`config.mk`:
```
export PLATFORM = sky130hd
export DESIGN_NAME = rr_arb_2to1
export DESIGN_NICKNAME = d
export VERILOG_FILES = /design/src/rtl/rr_arb_2to1_pkg.sv /design/src/rtl/rr_arb_grant.sv /design/src/rtl/rr_arb_2to1.sv
export SDC_FILE = /design/constraint.sdc
export NUM_CORES = 1
export LEC_CHECK = 0
export BUFFER_PORTS_ARGS = -buffer_cell sky130_fd_sc_hd__buf_2
export CAP_MARGIN = 20
export CORE_UTILIZATION = 47
export CTS_CLUSTER_DIAMETER = 60
export DETAILED_ROUTE_END_ITERATION = 16
export HOLD_SLACK_MARGIN = 0.06
export PLACE_DENSITY = 0.85
export SLEW_MARGIN = 25
export SYNTH_ARGS = -nofsm -noshare
export SYNTH_HDL_FRONTEND = slang
export SYNTH_SLANG_ARGS = --single-unit
```
`constraint.sdc`:
```
create_clock -name clk -period 2.4 [get_ports clk]
set_input_delay 0 -clock clk [delete_from_list [all_inputs] [get_ports clk]]
set_output_delay 0 -clock clk [all_outputs]
set_load 0.02 [all_outputs]
```
`src/rtl/rr_arb_2to1_pkg.sv`:
```
// Shared constants for the two-requester round-robin arbiter.
package rr_arb_2to1_pkg;

  // Source identifiers, also the encoding of the downstream mux select.
  localparam logic SRC_IN0 = 1'b0;
  localparam logic SRC_IN1 = 1'b1;

  // Width of the burst counter; MAX_BURST must fit (1..15).
  localparam int unsigned BURST_W = 4;

endpackage

```
`src/rtl/rr_arb_grant.sv`:
```
// Pure combinational grant decision for the 2:1 round-robin arbiter.
module rr_arb_grant
  import rr_arb_2to1_pkg::*;
(
  input  logic in0_valid,
  input  logic in1_valid,
  input  logic owner,
  input  logic burst_max,  // owner must yield on the next tie
  output logic grant
);

  // A lone requester always wins; a tie goes to owner unless it must yield.
  always_comb begin
    grant = owner;
    unique case ({in1_valid, in0_valid})
      2'b01:   grant = SRC_IN0;
      2'b10:   grant = SRC_IN1;
      2'b11:   grant = burst_max ? ~owner : owner;
      default: grant = owner;
    endcase
  end

endmodule

```
`src/rtl/rr_arb_2to1.sv`:
```
// Two-requester round-robin arbiter with valid/ready handshakes and a
// registered output stage feeding the downstream 2:1 select mux.
module rr_arb_2to1
  import rr_arb_2to1_pkg::*;
#(
  parameter int unsigned WIDTH     = 8,
  parameter int unsigned MAX_BURST = 2
) (
  input  logic             clk,
  input  logic             rst,
  input  logic             in0_valid,
  input  logic [WIDTH-1:0] in0_data,
  output logic             in0_ready,
  input  logic             in1_valid,
  input  logic [WIDTH-1:0] in1_data,
  output logic             in1_ready,
  output logic             out_valid,
  output logic [WIDTH-1:0] out_data,
  output logic             out_sel,
  input  logic             out_ready
);

  localparam logic [BURST_W-1:0] MAX_CNT = BURST_W'(MAX_BURST);

  logic               owner;
  logic [BURST_W-1:0] burst_cnt;
  logic               grant;
  logic               load;
  logic               yield;

  // burst_cnt is 0 only between reset and the first load: nobody holds a
  // burst yet, so a tie goes to the non-owner. With owner=1 out of reset this
  // lets in0 win the first tie.
  assign yield = (burst_cnt == MAX_CNT) || (burst_cnt == '0);

  rr_arb_grant u_grant (
    .in0_valid (in0_valid),
    .in1_valid (in1_valid),
    .owner     (owner),
    .burst_max (yield),
    .grant     (grant)
  );

  // No handshake may complete while rst is high.
  assign load      = !rst && (!out_valid || out_ready) && (in0_valid || in1_valid);
  assign in0_ready = load && (grant == SRC_IN0);
  assign in1_ready = load && (grant == SRC_IN1);

  // Output register plus round-robin owner/burst bookkeeping.
  always_ff @(posedge clk or posedge rst) begin
    if (rst) begin
      out_valid <= 1'b0;
      out_data  <= '0;
      out_sel   <= SRC_IN0;
      owner     <= SRC_IN1;
      burst_cnt <= '0;
    end else if (load) begin
      out_valid <= 1'b1;
      out_data  <= (grant == SRC_IN1) ? in1_data : in0_data;
      out_sel   <= grant;
      if (grant == owner) begin
        if (burst_cnt < MAX_CNT) begin
          burst_cnt <= burst_cnt + 1'b1;
        end
      end else begin
        owner     <= grant;
        burst_cnt <= BURST_W'(1);
      end
    end else if (out_valid && out_ready) begin
      // Drain with nothing to replace it; data and select hold.
      out_valid <= 1'b0;
    end
  end

endmodule

```
==> summary.txt, run 1 <==
Run status
  – Run status: finished clean

STA
  – Final setup fails: 0
  – Timing-limited maximum frequency: 504.8 MHz
  – Setup_tns: 0 ns
  – Tcrit/Tclk final: 82.53%
  – Setup clock skew after layout: 0.01750 ns
  – Post-route minimum period: 1.981 ns
  – Slew HR: 63.46%
  – Hold Vio Cnt, Final: 0
  – Max-slew violations: 0
  – Setup repair after global routing missed its margin: no
  – Final hold slack: 0.06132 ns
  – Slew at the pin closest to its max-slew limit: 0.5475 ns

Routing
  – Routed length per instance: 13.36 um
  – Antenna Nets Post-Route: 0
  – Number of detailed-route iterations in the first pass: 4
  – Total detailed-routing wirelength: 1.951 mm
  – Drc violations: 0
  – Number of vias per cell after detailed routing: 5.171
  – DR vias: 755
  – DR iter-0 viols: 7

Global route
  – Number of global-route vias before repair: 777
  – Largest net degree at the start of global routing: 16
  – Total routing usage reported by global routing: 24.12%
  – Wire length of the first global-routing pass: 3.284 mm
  – Overflow left after global routing: 0
  – Number of antenna violations at the first check in global routing: 0

Clocking
  – Hold-fix buffers, CTS: 16
  – Post CTS Setup Buffer Count: 0
  – Quantity of gates resized following cts: 0
  – TritonCTS clock tree: built
  – Master cell of the clock root buffer: sky130_fd_sc_hd__clkbuf_4
  – Number of sinks driven by the clock tree: 15
  – Worst-Skew Late Latency: 0.30 ns
  – Htree depth: 1
  – Cts bufs inserted: 3
  – Clock-pin slew on the worst setup and hold paths: 0.11 ns
  – Maximum count of clock buffers along a single path: 2

Floorplanning
  – Number of placed I/O pins: 33
  – Horizontal die dimension: 44.67 um
  – Y dimension of the die: 44.67 um
  – Core footprint: 0.001708 sq mm
  – Die Area: 0.001995 sq mm
  – Initial standard-cell utilization of the core: 50.11%
  – Standard-cell row count: 15

Yosys
  – Cell Area, Synth: 855.8 sq um
  – Part of the Yosys area used for sequential elements: 44.01%
  – Synth Net Count: 93
  – Cells after synthesis: 69
  – Avg Synthesized Cell Area: 12.40 sq um
  – Flip-flop and latch count after synthesis: 15
  – Number of distinct standard cells referenced by the synthesized netlist: 25
  – Total number of yosys warnings: 0

Place
  – Number of input and output port buffers inserted: 32
  – DP HPWL: 1.207 mm
  – RD Place Congestion: 0.7590

Worst hold path
  – Class of the tightest hold or removal check: in2reg

Job
  – Max capacitance violation total: 0

Setup path
  – Cells traversed along the worst timing path: inv_1 > ha_1 > nor2_1 > o311ai_1 > o2111a_2 > buf_2
  – Arrival time reported for the critical path endpoint: 1.98 ns
  – Kind of start point of the critical path: flop
  – Worst Path Max Fanout: 11
  – Required time reported for the critical path endpoint: 2.40 ns
  – Type of the worst setup path: reg2out
  – Slowest stage delay, CP: 0.47 ns
  – Worst path slowest cell: sky130_fd_sc_hd__o2111a_2
  – Type of destination of the critical path: output port

Finish
  – Fraction of layout cells with a size suffix above 1: 49.59%
  – Area added between synthesis and finish: 44.01%
  – Highest-count cells in the layout ignoring fill and taps: sky130_fd_sc_hd__buf_2, sky130_fd_sc_hd__dlygate4sd3_1, sky130_fd_sc_hd__dfrtp_1, sky130_fd_sc_hd__nor2_1, sky130_fd_sc_hd__mux2_4
  – Layout net count: 146
  – Antenna diode count: 0
  – Most common cell after layout, fill and taps aside: sky130_fd_sc_hd__buf_2

Power
  – Total power draw: 1.045 mW
  – Leakage power of the design: 0.5840 nW
  – Pwr Density: 847.8 mW/mm^2
  – Highest ir drop seen on vdd: 0.4646 mV
## registers in the layout, indices dropped and copies added, names as in the netlist
name	flops
burst_cnt	4
out_valid	1
owner	1
out_data	8
out_sel	1
## layout make-up
class,count,area [sq um]
Clock buffer,3,22.52
Clock inverter,1,7.507
Fill cell,124,475.5
Inverter,3,11.26
Multi-Input combinational cell,49,445.4
Sequential cell,15,376.6
Tap cell,25,31.28
Timing Repair Buffer,50,337.8
## metrics by stage
step | setup WS, ns | instances | area [sq um] | util [%]
floorplan | 0.6015 | 69 | 855.8 | -
global placement | 0.5284 | 125 | 1032 | 60.44
detailed placement | 0.4489 | 125 | 1032 | 60.44
CTS | 0.4068 | 145 | 1222 | 71.58
global route | 0.2862 | 146 | 1232 | 72.16
finish | 0.4192 | 146 | 1232 | 72.16
## synth_stat cells
cell / number / area (sq um)
sky130_fd_sc_hd__nor2_1: 8 / 30.03
sky130_fd_sc_hd__nand2_1: 2 / 7.510
sky130_fd_sc_hd__inv_1: 3 / 11.26
sky130_fd_sc_hd__xor2_1: 1 / 8.760
sky130_fd_sc_hd__a21boi_0: 1 / 7.510
sky130_fd_sc_hd__dfrtp_1: 14 / 350.3
sky130_fd_sc_hd__o311ai_1: 1 / 8.760
sky130_fd_sc_hd__o2111a_2: 1 / 12.51
sky130_fd_sc_hd__a31oi_1: 3 / 18.77
sky130_fd_sc_hd__nand2b_1: 1 / 6.260
sky130_fd_sc_hd__a32oi_1: 1 / 8.760
sky130_fd_sc_hd__nor2_4: 1 / 11.26
sky130_fd_sc_hd__mux2_2: 7 / 78.83
sky130_fd_sc_hd__nor3_4: 1 / 16.27
sky130_fd_sc_hd__buf_6: 2 / 22.52
sky130_fd_sc_hd__a21oi_1: 4 / 20.02
sky130_fd_sc_hd__o21ai_2: 1 / 8.760
sky130_fd_sc_hd__nor2_2: 1 / 6.260
sky130_fd_sc_hd__mux2_1: 1 / 11.26
sky130_fd_sc_hd__ha_1: 3 / 37.54
sky130_fd_sc_hd__o22a_2: 1 / 10.01
sky130_fd_sc_hd__dfstp_2: 1 / 26.28
sky130_fd_sc_hd__nor2b_2: 1 / 8.760
sky130_fd_sc_hd__o21bai_1: 1 / 7.510
sky130_fd_sc_hd__mux2_4: 8 / 120.1
## layer usage
| layer | share of wire (%) | wire length [um] | global-route usage, % | vias to the layer above |
|---|---|---|---|---|
| li1 | - | - | - | 353 |
| met1 | 38 | 745 | 24.48 | 366 |
| met2 | 55 | 1079 | 44.41 | 30 |
| met3 | 4.3 | 84 | 6.531 | 6 |
| met4 | 2.1 | 41 | 12.73 | 0 |
| met5 | 0 | 0 | 0 | - |
## power breakdown
group	switching (mW)	internal, mW	total [mW]	leakage (nW)
Sequential	0.0636	0.335	0.399	0.176
Clock	0.0891	0.0635	0.153	0.0139
Combinational	0.246	0.247	0.493	0.394
## worst paths after layout
check,from,end,slack [ns],cells past startpoint
worst max-delay path,burst_cnt[0],in0_ready,0.42,6
max in group asynchronous,rst,out_sel,1.68,3
worst min register to register,out_sel,out_sel,0.54,2
worst min-delay path,in1_data[2],out_data[2],0.06,3
min in group asynchronous,rst,out_valid,0.34,3
worst max register to register,burst_cnt[0],out_data[6],0.47,6
## critical path: cells and delay by family, from the launching register on
family                   cells  cell delay [ns]
flip-flops                   1             0.41
AND/OR/NAND/NOR              1             0.06
AO/OA/AOI/OAI                2             0.69
buffers and inverters        2             0.34
adder cells (fa/ha/maj)      1             0.19
## kinds of logic (layout without fill, tap and decap cells)
kind of cell	Yosys count	after routing	synth area share, %
multiplexers	16	16	24.56
flip-flops	15	15	44.01
AND/OR/NAND/NOR	15	15	10.09
AO/OA/AOI/OAI	14	14	11.99
buffers and inverters	5	57	3.947
adder cells (fa/ha/maj)	3	3	4.386
XOR/XNOR	1	1	1.024
No activity file was read; power rests on OpenSTA's default activity.
==> inputs of run 2 (changes only) <==
--- a/config.mk
+++ b/config.mk
@@ -7,11 +7,12 @@
 export LEC_CHECK = 0
 export BUFFER_PORTS_ARGS = -buffer_cell sky130_fd_sc_hd__buf_2
 export CAP_MARGIN = 20
-export CORE_UTILIZATION = 47
+export CORE_ASPECT_RATIO = 0.7
+export CORE_UTILIZATION = 42
 export CTS_CLUSTER_DIAMETER = 60
 export DETAILED_ROUTE_END_ITERATION = 16
 export HOLD_SLACK_MARGIN = 0.06
-export PLACE_DENSITY = 0.85
+export PLACE_DENSITY = 0.81
 export SLEW_MARGIN = 25
 export SYNTH_ARGS = -nofsm -noshare
 export SYNTH_HDL_FRONTEND = slang
==> constraint.sdc (replaced) <==
create_clock -name clk -period 1.7 [get_ports clk]
set_input_delay 0 -clock clk [delete_from_list [all_inputs] [get_ports clk]]
set_output_delay 0 -clock clk [all_outputs]
set_load 0.02 [all_outputs]
==> run 2 against run 1 <==
The flow now finishes with violations (negative setup slack). Core utilization is 0.28 points lower. Clock power increased by 36%. Via count fell by 3.2%. Global-route usage is 1.2 points lower. Worst setup slack got worse by 0.53 ns. Cell count increased by 0.68%. Combinational power up 100%. Non-clock buffer count is 4 higher. Largest cell class unchanged.
==> summary.txt, run 2 (synthesis results as in run 1) <==
STA
  – Slew at the pin closest to its max-slew limit: 0.5933 ns (+0.04578 ns)
  – Slew HR: 60.40% (-3.1 points)
  – Final worst-path setup slack: -0.1110 ns (-0.5302 ns)
  – Tcrit/Tclk final: 106.5%
  – Max-slew violations: 0 (unchanged)
  – Hold Vio Cnt, Final: 0 (unchanged)
  – Final setup fails: 10 (+10)
  – Setup clock skew after layout: 0.0005619 ns (-0.01694 ns)
  – Post-route minimum period: 1.811 ns
  – Setup repair after global routing missed its margin: yes
  – Timing-limited maximum frequency: 552.2 MHz
  – Final hold slack: 0.06875 ns (+0.007429 ns)

Power
  – Pwr Density: 1313 mW/mm^2 (+55%)
  – Switching share of power: 38.03% (-0.14 points)
  – Highest ir drop seen on vdd: 0.7881 mV (+70%)
  – Share of total power in sequential cells: 31.7% (-6.5 points)
  – Internal power contribution: 1.104 mW (+71%)
  – Share of total power in the clock network: 11.7% (-2.9 points)
  – Logic gate share of total power: 56.6% (+9.4 points)
  – Total power draw: 1.781 mW (+70%)
  – Leakage power of the design: 0.6373 nW (+9.1%)
  – Switching power of the nets: 677.4 uW (+70%)

Place
  – Number of input and output port buffers inserted: 32 (unchanged)
  – DP HPWL: 1.455 mm (+21%)
  – Pre-CTS WS: -0.1223 ns (-0.5712 ns)
  – RD Place Congestion: 0.7351 (-3.1%)

Routing
  – DR vias: 731 (-3.2%)
  – Number of detailed-route iterations in the first pass: 4 (unchanged)
  – DR iter-0 viols: 18 (+11)
  – Routed length per instance: 15.94 um (+19%)
  – Total detailed-routing wirelength: 2.343 mm (+20%)
  – Number of vias per cell after detailed routing: 4.973 (-3.8%)
  – Antenna Nets Post-Route: 0 (unchanged)
  – Drc violations: 0 (unchanged)

Setup path
  – Worst Reg2Reg Path Length in Cells: 7 (+1)
  – Kind of start point of the critical path: flop
  – Slowest stage delay, CP: 0.44 ns (-0.03 ns)
  – Cells traversed along the worst timing path: inv_2 > ha_4 > nor2_2 > o311ai_2 > o2111a_2 > clkbuf_16 > mux2_4
  – Arrival time reported for the critical path endpoint: 1.99 ns (about the same)
  – Reg2Reg Launch Point: burst_cnt[1]
  – Worst Path Max Fanout: 5 (-6)
  – Required time reported for the critical path endpoint: 1.88 ns (-0.52 ns)
  – Worst path slowest cell: sky130_fd_sc_hd__dfrtp_1
  – Type of destination of the critical path: flop
  – Type of the worst setup path: reg2reg
  – Internal reg-to-reg setup slack: -0.11 ns (-0.58 ns)
  – R2r endpoint: out_data[7]

Clocking
  – Cts bufs inserted: 3 (unchanged)
  – TritonCTS clock tree: built
  – Master cell of the clock root buffer: sky130_fd_sc_hd__clkbuf_4
  – Maximum count of clock buffers along a single path: 2 (unchanged)
  – Number of sinks driven by the clock tree: 15 (unchanged)
  – Clock-pin slew on the worst setup and hold paths: 0.09 ns (-0.02 ns)
  – Worst-Skew Late Latency: 0.29 ns (about the same)
  – Htree depth: 1 (unchanged)

Floorplanning
  – Number of placed I/O pins: 33 (unchanged)
  – Core footprint: 0.001887 sq mm (+10%)
  – Standard-cell row count: 13 (-2)
  – Die Area: 0.002225 sq mm (+12%)
  – Y dimension of the die: 39.77 um (-11%)
  – Initial standard-cell utilization of the core: 45.36% (-4.8 points)
  – Horizontal die dimension: 55.96 um (+25%)

Job
  – Max capacitance violation total: 0 (unchanged)

Finish
  – Highest-count cells in the layout ignoring fill and taps: sky130_fd_sc_hd__buf_2, sky130_fd_sc_hd__dfrtp_1, sky130_fd_sc_hd__dlygate4sd3_1, sky130_fd_sc_hd__mux2_4
  – Largest registers: out_data (8), burst_cnt (4)
  – Area added between synthesis and finish: 58.48%
  – Most common cell after layout, fill and taps aside: sky130_fd_sc_hd__buf_2
  – Antenna diode count: 0 (unchanged)
  – Fraction of layout cells with a size suffix above 1: 61.60% (+12 points)
  – Flip-flop count of the largest register, all copies and words added: 8 (unchanged)
  – Layout net count: 150 (+2.7%)
  – Filler cell count in the final layout: 137 (+10%)
  – Largest Register: out_data

Global route
  – Largest net degree at the start of global routing: 18 (+2)
  – Total routing usage reported by global routing: 22.96% (-1.2 points)
  – Wire length of the first global-routing pass: 3.546 mm (+8.0%)
  – Number of global-route vias before repair: 705 (-9.3%)
  – Overflow left after global routing: 0 (unchanged)
  – Number of antenna violations at the first check in global routing: 0 (unchanged)

Run status
  – Run status: complete, but fails checks
  – Violated checks: negative setup slack

Worst hold path
  – Origin of the worst min-delay path: in1_data[0]
  – Number of instances on the worst hold path: 3 (unchanged)
  – Endpoint, Worst Hold: out_data[0]
  – Class of the tightest hold or removal check: in2reg
-- run 2: cell count changes in the layout (fill, tap and decap cells not counted), moves of 2 or more --
cell / change
sky130_fd_sc_hd__buf_6: +2
sky130_fd_sc_hd__buf_2: -2
sky130_fd_sc_hd__buf_4: +6
sky130_fd_sc_hd__dlygate4sd3_1: -6
sky130_fd_sc_hd__ha_4: +2
sky130_fd_sc_hd__inv_1: -2
sky130_fd_sc_hd__ha_1: -2
sky130_fd_sc_hd__inv_2: +2
sky130_fd_sc_hd__buf_12: +2
-- run 2: metrics by stage --
stage               cells  cell area (sq um)  setup TNS [ns]  util, %
floorplan              69              865.8         -0.3563        -
global placement      128               1105        -0.04848    58.55
detailed placement    128               1105         -0.7863    58.55
CTS                   146               1326          -1.019    70.29
global route          147               1356          -1.668    71.88
finish                147               1356         -0.8483    71.88
-- run 2: how the worst max path moves through the flow --
stage	from	end	slack (ns)
after floorplan	out_valid	out_data[0]	-0.06
after global placement	burst_cnt[1]	out_data[2]	-0.008
after detailed placement	burst_cnt[1]	out_data[5]	-0.12
after CTS	burst_cnt[1]	out_data[6]	-0.13
after global routing	burst_cnt[1]	out_data[7]	-0.19
final	burst_cnt[1]	out_data[7]	-0.11
-- run 2: final cells by class --
class / count / area, sq um / area share, %
Clock buffer: 3 / 22.52 / 1.661
Timing Repair Buffer: 54 / 415.4 / 30.63
Clock inverter: 1 / 5.005 / 0.3690
Sequential cell: 15 / 377.9 / 27.86
Tap cell: 22 / 27.53 / 2.030
Multi-Input combinational cell: 49 / 496.7 / 36.62
Inverter: 3 / 11.26 / 0.8303
-- run 2: repair_timing --
| item | 4_1_cts | 5_1_grt |
|---|---|---|
| hold buffers | 11 | 0 |
| cloned | 1 | 0 |
| setup endpoints to repair | 10 | 11 |
| endpoints found under the hold margin | 23 | 0 |
| gates resized for setup | 11 | 7 |
| pin swaps | 3 | 2 |
| buffers inserted | 2 | 1 |
-- run 2: layer usage --
metal  share of wire, %  GRT usage [%]
met2                 55          43.37
met1                 40          26.84
met3                4.3          6.271
met4                1.0          5.488
met5                  0              0
-- run 2: power groups by stage --
stage / Combinational [mW] / Clock [mW] / Sequential, mW
3_3_place_gp: 0.767 / 0 / 0.545
6_report: 1.01 / 0.208 / 0.564
2_1_floorplan: 0.424 / 0 / 0.644
3_5_place_dp: 0.802 / 0 / 0.554
4_1_cts: 0.929 / 0.216 / 0.561
5_1_grt: 1.10 / 0.229 / 0.577
-- run 2: critical path, delay by kind of cell (launching register included) --
| kind | cells | cell delay [ns] |
|---|---|---|
| and+or+nand+nor | 1 | 0.04 |
| buffers and inverters | 2 | 0.27 |
| muxes | 1 | 0.29 |
| adders and majority gates | 1 | 0.13 |
| AOI/OAI and AO/OA | 2 | 0.52 |
| DFF | 1 | 0.44 |
